[config.mk]
export PLATFORM = sky130hd
export DESIGN_NAME = qed_exec_ctrl
export DESIGN_NICKNAME = d
export VERILOG_FILES = /design/src/rtl/qed_exec_ctrl.sv
export SDC_FILE = /design/constraint.sdc
export NUM_CORES = 1
export LEC_CHECK = 0
export BUFFER_PORTS_ARGS = -buffer_cell sky130_fd_sc_hd__clkbuf_2
export CORE_MARGIN = 5
export CORE_UTILIZATION = 33
export DETAILED_ROUTE_END_ITERATION = 10
export MAX_ROUTING_LAYER = met4
export PLACE_DENSITY = 0.77
export SETUP_SLACK_MARGIN = 0.05
export SLEW_MARGIN = 20
export SYNTH_ARGS = -nofsm -noshare
export SYNTH_HDL_FRONTEND = slang
export SYNTH_SLANG_ARGS = --single-unit
[constraint.sdc]
create_clock -name clk -period 2.33 [get_ports clk]
set_input_delay 0.1165 -clock clk [delete_from_list [all_inputs] [get_ports clk]]
set_output_delay 0.1165 -clock clk [all_outputs]
set_load 0.05 [all_outputs]
[src/rtl/qed_exec_ctrl.sv]
// qed_exec_ctrl: controller on the consumer side of the QED instruction cache.
// It decides whether decode sees the original fetch stream (ORIG), the cached
// duplicate stream (DUP) or a QED NOP. It also tracks how many recorded
// originals are still waiting to be replayed, and drives exec_dup into the
// cache.
// Optional feature: define QED_DUP_TIMEOUT_EN to enable the DUP-mode replay
// watchdog. The watchdog sets a sticky qed_err and forces a return to ORIG.
module qed_exec_ctrl #(
  parameter int ICACHESIZE = 16,
  parameter int CNT_W      = 8,
  parameter int TIMEOUT    = 64
) (
  input  logic             clk,
  input  logic             rst,
  input  logic             qed_ena,
  input  logic             dup_req,
  input  logic             IF_stall,
  input  logic [31:0]      ifu_instruction,
  input  logic [31:0]      qic_instruction,
  input  logic             qic_vld,
  output logic             exec_dup,
  output logic [31:0]      qed_instruction,
  output logic             qed_vld,
  output logic [CNT_W-1:0] outstanding,
  output logic             qed_err
);

  localparam logic [31:0]      QED_NOP = 32'h0000007F;
  localparam logic [CNT_W-1:0] FULL    = CNT_W'(ICACHESIZE - 1);

  // The counter must be able to hold ICACHESIZE-1 without wrapping.
  if ((2 ** CNT_W) <= ICACHESIZE || TIMEOUT < 1) begin : g_param_check
    $error("qed_exec_ctrl: CNT_W too narrow for ICACHESIZE, or TIMEOUT < 1");
  end

  typedef enum logic {
    ORIG = 1'b0,
    DUP  = 1'b1
  } state_t;

  state_t           state, state_nxt;
  logic [CNT_W-1:0] cnt_nxt;
  logic             timeout_hit;
  logic             advance;

  assign advance  = qic_vld & ~IF_stall;
  assign exec_dup = (state == DUP);

`ifdef QED_DUP_TIMEOUT_EN
  localparam int TO_W = ($clog2(TIMEOUT + 1) > 7) ? $clog2(TIMEOUT + 1) : 7;

  logic [TO_W-1:0] to_cnt;
  logic            err_q;

  // Watchdog: counts DUP cycles since the last replay; cleared outside DUP.
  always_ff @(posedge clk) begin
    if (rst || !qed_ena || state != DUP || qic_vld) to_cnt <= '0;
    else                                            to_cnt <= to_cnt + 1'b1;
  end

  // The TIMEOUT-th consecutive DUP cycle without a replay trips the watchdog.
  assign timeout_hit = qed_ena && (state == DUP) && !qic_vld &&
                       (to_cnt == TO_W'(TIMEOUT - 1));

  // Sticky error flag, cleared only by reset or by dropping qed_ena.
  always_ff @(posedge clk) begin
    if (rst || !qed_ena) err_q <= 1'b0;
    else if (timeout_hit) err_q <= 1'b1;
  end

  assign qed_err = err_q;
`else
  assign timeout_hit = 1'b0;
  assign qed_err     = 1'b0;
`endif

  // Next-state and saturating outstanding-count logic.
  always_comb begin
    state_nxt = state;
    cnt_nxt   = outstanding;
    if (advance && state == ORIG && outstanding < FULL)
      cnt_nxt = outstanding + 1'b1;
    else if (advance && state == DUP && outstanding != '0)
      cnt_nxt = outstanding - 1'b1;
    case (state)
      ORIG: begin
        // A forced switch on a full cache needs no request.
        if (!IF_stall && outstanding != '0 && (dup_req || outstanding == FULL))
          state_nxt = DUP;
      end
      DUP: begin
        // An empty count in DUP should never happen; recover to ORIG.
        if (outstanding == '0)
          state_nxt = ORIG;
        else if (advance && outstanding == CNT_W'(1))
          state_nxt = ORIG;
      end
      default: state_nxt = ORIG;
    endcase
    if (timeout_hit) begin
      state_nxt = ORIG;
      cnt_nxt   = '0;
    end
  end

  // State and counter registers; a disabled block is held in its reset state.
  always_ff @(posedge clk) begin
    if (rst || !qed_ena) begin
      state       <= ORIG;
      outstanding <= '0;
    end else begin
      state       <= state_nxt;
      outstanding <= cnt_nxt;
    end
  end

  // Issue mux to decode: pass-through, original, duplicate or NOP.
  always_comb begin
    qed_instruction = QED_NOP;
    qed_vld         = 1'b0;
    if (!qed_ena) begin
      qed_instruction = ifu_instruction;
      qed_vld         = ~IF_stall;
    end else if (advance && state == ORIG) begin
      qed_instruction = ifu_instruction;
      qed_vld         = 1'b1;
    end else if (advance && state == DUP) begin
      qed_instruction = qic_instruction;
      qed_vld         = 1'b1;
    end
  end

endmodule

* Word-level counts from Yosys, hierarchy flattened *
Cells that the tools add are included.

word-level totals
  register bits after elaboration = 9
  latch bits = 0
  bits in writable memories = 0
  memory bits (read-only) = 0
  bits of input ports = 70
  output and inout bits = 43
  word-level logic and storage cells = 36
  memories kept = 0

operators by class
  $add $sub $neg = 2
  $mul = 0
  div/mod/pow operators = 0
  $lt $le $gt $ge = 1
  equal/unequal tests = 2
  shifts and indexed selects = 0
  mux-type cells = 12
  bitwise gates (word level) = 3
  reductions and logical operators = 14

operator list
  operator             count
  $mux 32              3
  $mux 8               2
  $add 8x1->8 const B  1
  $eq 8x1->1 const B   1
  $eq 8x4->1 const B   1
  $logic_not 8->1      1
  $lt 8x4->1 const B   1
  $reduce_bool 8->1    1
  $sub 8x1->8 const B  1
  $logic_and 1x1->1    7
  $mux 1               6
  $logic_not 1->1      2
  $logic_or 1x1->1     2
  $not 1->1            2
  $pmux 1 s2           1
  $reduce_bool 2->1    1
  $and 1x1->1          1

* Logic depth before layout (Yosys ltp) *
  depth after elaboration = 6
  mapped depth = 6
  mapped depth without buffers = 6

* Worst setup path before layout *
No wires, ideal clock.

  path kind = register to output
  start point = register state (netlist: exec_dup)
  end point = output port qed_instruction[11]
  data arrival time = 2172 ps
  data required time = 2214 ps
  slack = 41 ps
  cell stages (with the launch flop) = 7
  path buffers = 3
  cell sequence = dfxtp_1 -> and3b_1 -> clkbuf_1 -> and2_0 -> clkbuf_1 -> clkbuf_1 -> a22o_1

between the ends
  cells in the longest elaborated chain, start to end = 4
  elaborated cells between the ends (all ways) = 6
  classes of those cells = mux (3); bitwise (1); reduce/logical (2)

RTL lines
  what                                                   RTL line  text
  from (decl)                                            41        state_t state, state_nxt;
  from (signal assigned)                                 112       state <= state_nxt;
  $logic_and 1x1->1 / $not 1->1 (equally long branches)  127, 124
  $mux 32 / $logic_and 1x1->1 (equally long branches)    127, 124
  $mux 32 *                                              124       end else if (advance && state == ORIG) begin
  $mux 32 *                                              121       if (!qed_ena) begin
  to (decl)                                              22        output logic [31:0] qed_instruction,

Mark *: on every way between the ends. The rest lies on a longest branch, timed or not.

* Final worst setup path *
  start point = register state (netlist: exec_dup)
  end point = output port qed_instruction[15]

The elaborated chain is that of the path after synthesis.

==> impl_metrics.tcl <==
set metrics [dict create \
    async_flop_share_pct 0 \
    cts.path.max_buffers 2 \
    tritoncts_clock_tree "done" \
    worst-endpoint-required_ps 2210 \
    crit_chain "or3b_2, nand2_1, buf_4, a22o_2, clkbuf_2" \
    dp.final_hpwl_mm 3.375 \
    first_global_vias 1290 \
    cellLeakagePower_uw 0.0008594 \
    post_cts_resize_count 0 \
    cts.clk_slew.worst_paths_ps 60 \
    grt_util_all_layers_pct 19.19 \
    unrepaired_setup_endpoints_after_global_routing "no" \
    buffer_cell_driving_the_clock_tree_root "sky130_fd_sc_hd__clkbuf_4" \
    number_of_buffer_cells_added_on_primary_ports 111 \
    dr.pass1.iters 4 \
    fin_crit_sh_pct 88.34 \
    fp.coreArea_um2 2734 \
    slowest_stage "sky130_fd_sc_hd__or3b_2" \
    antenna_found_initial 0 \
    clk_latency_ps 270 \
    cellPowerDensity_nw_per_um2 389.4 \
    synth_edf_count 0 \
    max_stage_delay_ps 510 \
    residual_drc 0 \
    cts_sinks 9 \
    grt_pass1_wl_mm 6.099 \
    finish.net_count 295 \
    post_synth_instance_area_um2 932.1 \
    timing.setup.tns_ps 0 \
    worst_clock_skew_ps 3.583 \
    max-cap-violations 0 \
    die_height_um 63.15 \
    fin_total_pwr_uw 603.6 \
    worst-r2r-setup-slack_ps 310 \
    synthCells 113 \
    clock_buffer_count_from_cts 3 \
    post_synth_mux_area_share_pct 2.685 \
    worstHoldPathType "in -> reg" \
    ir_worst_vdd_mv 0.2730 \
    worst-endpoint-arrival_ps 1940 \
    setup_viol_count_final 0 \
    finalWirelength_mm 4.026 \
    number_of_diodes_added_for_antenna_fixing 0 \
    clock.fmax_mhz 485.8 \
    post_synth_main_area_contributors "sky130_fd_sc_hd__a22o_1 23%, sky130_fd_sc_hd__dfxtp_1 19%, sky130_fd_sc_hd__o22a_1 6.6%" \
    ctsHtreeMaxLevel 1 \
    xor_xnor_share_of_the_synthesized_area_pct 1.879 \
    drt_iter0_markers 61 \
    fp-row-count 19 \
    postCtsSetupBuffers 0 \
    combinational_family_with_the_most_area_after_synthesis "compound AO/OA/AOI/OAI gates" \
    synth_top_area_share_pct 23.49 \
    status "complete, no violations" \
    synth.distinct_cells 40 \
    gp_congestion 0.7952 \
    dominantRegCellSynth "sky130_fd_sc_hd__dfxtp_1" \
    synth_area_per_cell_um2 8.249 \
    simple_logic_cell_fraction_of_the_synthesized_area_pct 21.88 \
    synth_area_leader_cell "sky130_fd_sc_hd__a22o_1" \
    postCtsHoldBufs 0 \
    route.detailed.vias_per_inst 5.183 \
    synthToLayoutAreaGrowth_pct 66.31 \
    initial_core_util_pct 34.10 \
    top_level_ports 113 \
    full_die_area_um2 3987 \
    critical_path_fanout_max 25 \
    final_cell_mix "111 x sky130_fd_sc_hd__clkbuf_2, 20 x sky130_fd_sc_hd__a22o_2, 9 x sky130_fd_sc_hd__dfxtp_1" \
    ys_ff_latch 9 \
    synth-compound-area-share_pct 42.68 \
    postRouteAntennaNets 0 \
    routed_wire_length_per_instance_um 16.04 \
    period_needed_ps 2058 \
    seq_total_area_yosys_pct 19.33 \
    final_layout_worst_hold_slack_ps 168.4 \
    overflow 0 \
    ys.warnings.count 0 \
    syn-num-nets 187 \
    timing.final.hold_violations 0 \
    mostFrequentLayoutCell "sky130_fd_sc_hd__clkbuf_2" \
    yosys.area_share.adder_pct 5.369 \
    slew_violations 0 \
    detailroute.via_count 1301 \
    critPathCaptureType "output port" \
    criticalPathCategory "reg -> out" \
    overall_die_width_um 63.15 \
    grt_start_max_net_pins 26 \
    drive_gt1_share_pct 64.09 \
    startpoint_class "flop" \
]
## cell families after synthesis
group,Yosys count
DFF,9
AOI/OAI and AO/OA,49
adders and majority gates,4
muxes,2
xor gates and xnor gates,2
other,1
and+or+nand+nor,33
buffers and inverters,13
## metrics by stage
stage | area, um^2 | utilization (%) | worst slack [ps] | cells
after global placement | 1524 | 55.74 | 441.1 | 247
after floorplan | 957.2 | - | 168.4 | 113
after detailed placement | 1524 | 55.74 | 359.5 | 247
after CTS | 1550 | 56.70 | 288.7 | 251
after global routing | 1550 | 56.70 | 124.2 | 251
final | 1550 | 56.70 | 271.6 | 251
## worst max-delay path, delay by kind of cell, from the launching register on
family                 cells  cell delay [ps]
and+or+nand+nor            2              600
buffers and inverters      2              530
DFF                        1              330
AOI/OAI and AO/OA          1              210
## state kept, by name, summed over array words and instances, names as in the netlist
register / flops
exec_dup: 1
outstanding: 8
## cell usage after synthesis, types with 2 or more instances
cell                       count
sky130_fd_sc_hd__nor3b_1       3
sky130_fd_sc_hd__a22o_1       25
sky130_fd_sc_hd__nor2_1        5
sky130_fd_sc_hd__dfxtp_1       9
sky130_fd_sc_hd__o21ai_0       2
sky130_fd_sc_hd__nand3_1       3
sky130_fd_sc_hd__ha_1          4
sky130_fd_sc_hd__clkbuf_1      8
sky130_fd_sc_hd__a21oi_1       4
sky130_fd_sc_hd__nand2_1       3
sky130_fd_sc_hd__or4_1         4
sky130_fd_sc_hd__nand2b_1      2
sky130_fd_sc_hd__o211ai_1      2
sky130_fd_sc_hd__xor2_1        2
sky130_fd_sc_hd__o211a_1       2
sky130_fd_sc_hd__o22a_1        7
sky130_fd_sc_hd__nor3_1        2
sky130_fd_sc_hd__or3b_2        2
sky130_fd_sc_hd__inv_1         3
## final cells by class
class	count	area (um^2)
clock buffers	4	26.28
fillers	254	1184
inverters	3	11.26
multi-input cells	91	723.2
flip-flops and latches	9	180.2
well taps	31	38.79
repair buffers	113	570.5
## per-layer routing
| metal | vias to the layer above | GRT usage (%) | share of wire, % |
|---|---|---|---|
| li1 | 659 | - | - |
| met1 | 569 | 21.00 | 40 |
| met2 | 59 | 32.44 | 50 |
| met3 | 14 | 6.394 | 7.4 |
| met4 | 0 | 6.366 | 2.7 |
| met5 | - | - | 0 |
## worst paths after layout
kind,from,end,cells past startpoint
setup / recovery,exec_dup,qed_instruction[15],5
hold / removal,rst,exec_dup,3
setup reg to reg,outstanding[0],outstanding[3],6
hold reg to reg,outstanding[5],outstanding[5],2
## where the power goes
| part | leakage [uW] | internal (uW) | switching (uW) |
|---|---|---|---|
| clock network | 0.0000150 | 66.3 | 60.2 |
| logic | 0.000772 | 110 | 212 |
| registers | 0.0000726 | 155 | 1.24 |
Power figures use the tool's default switching activity.
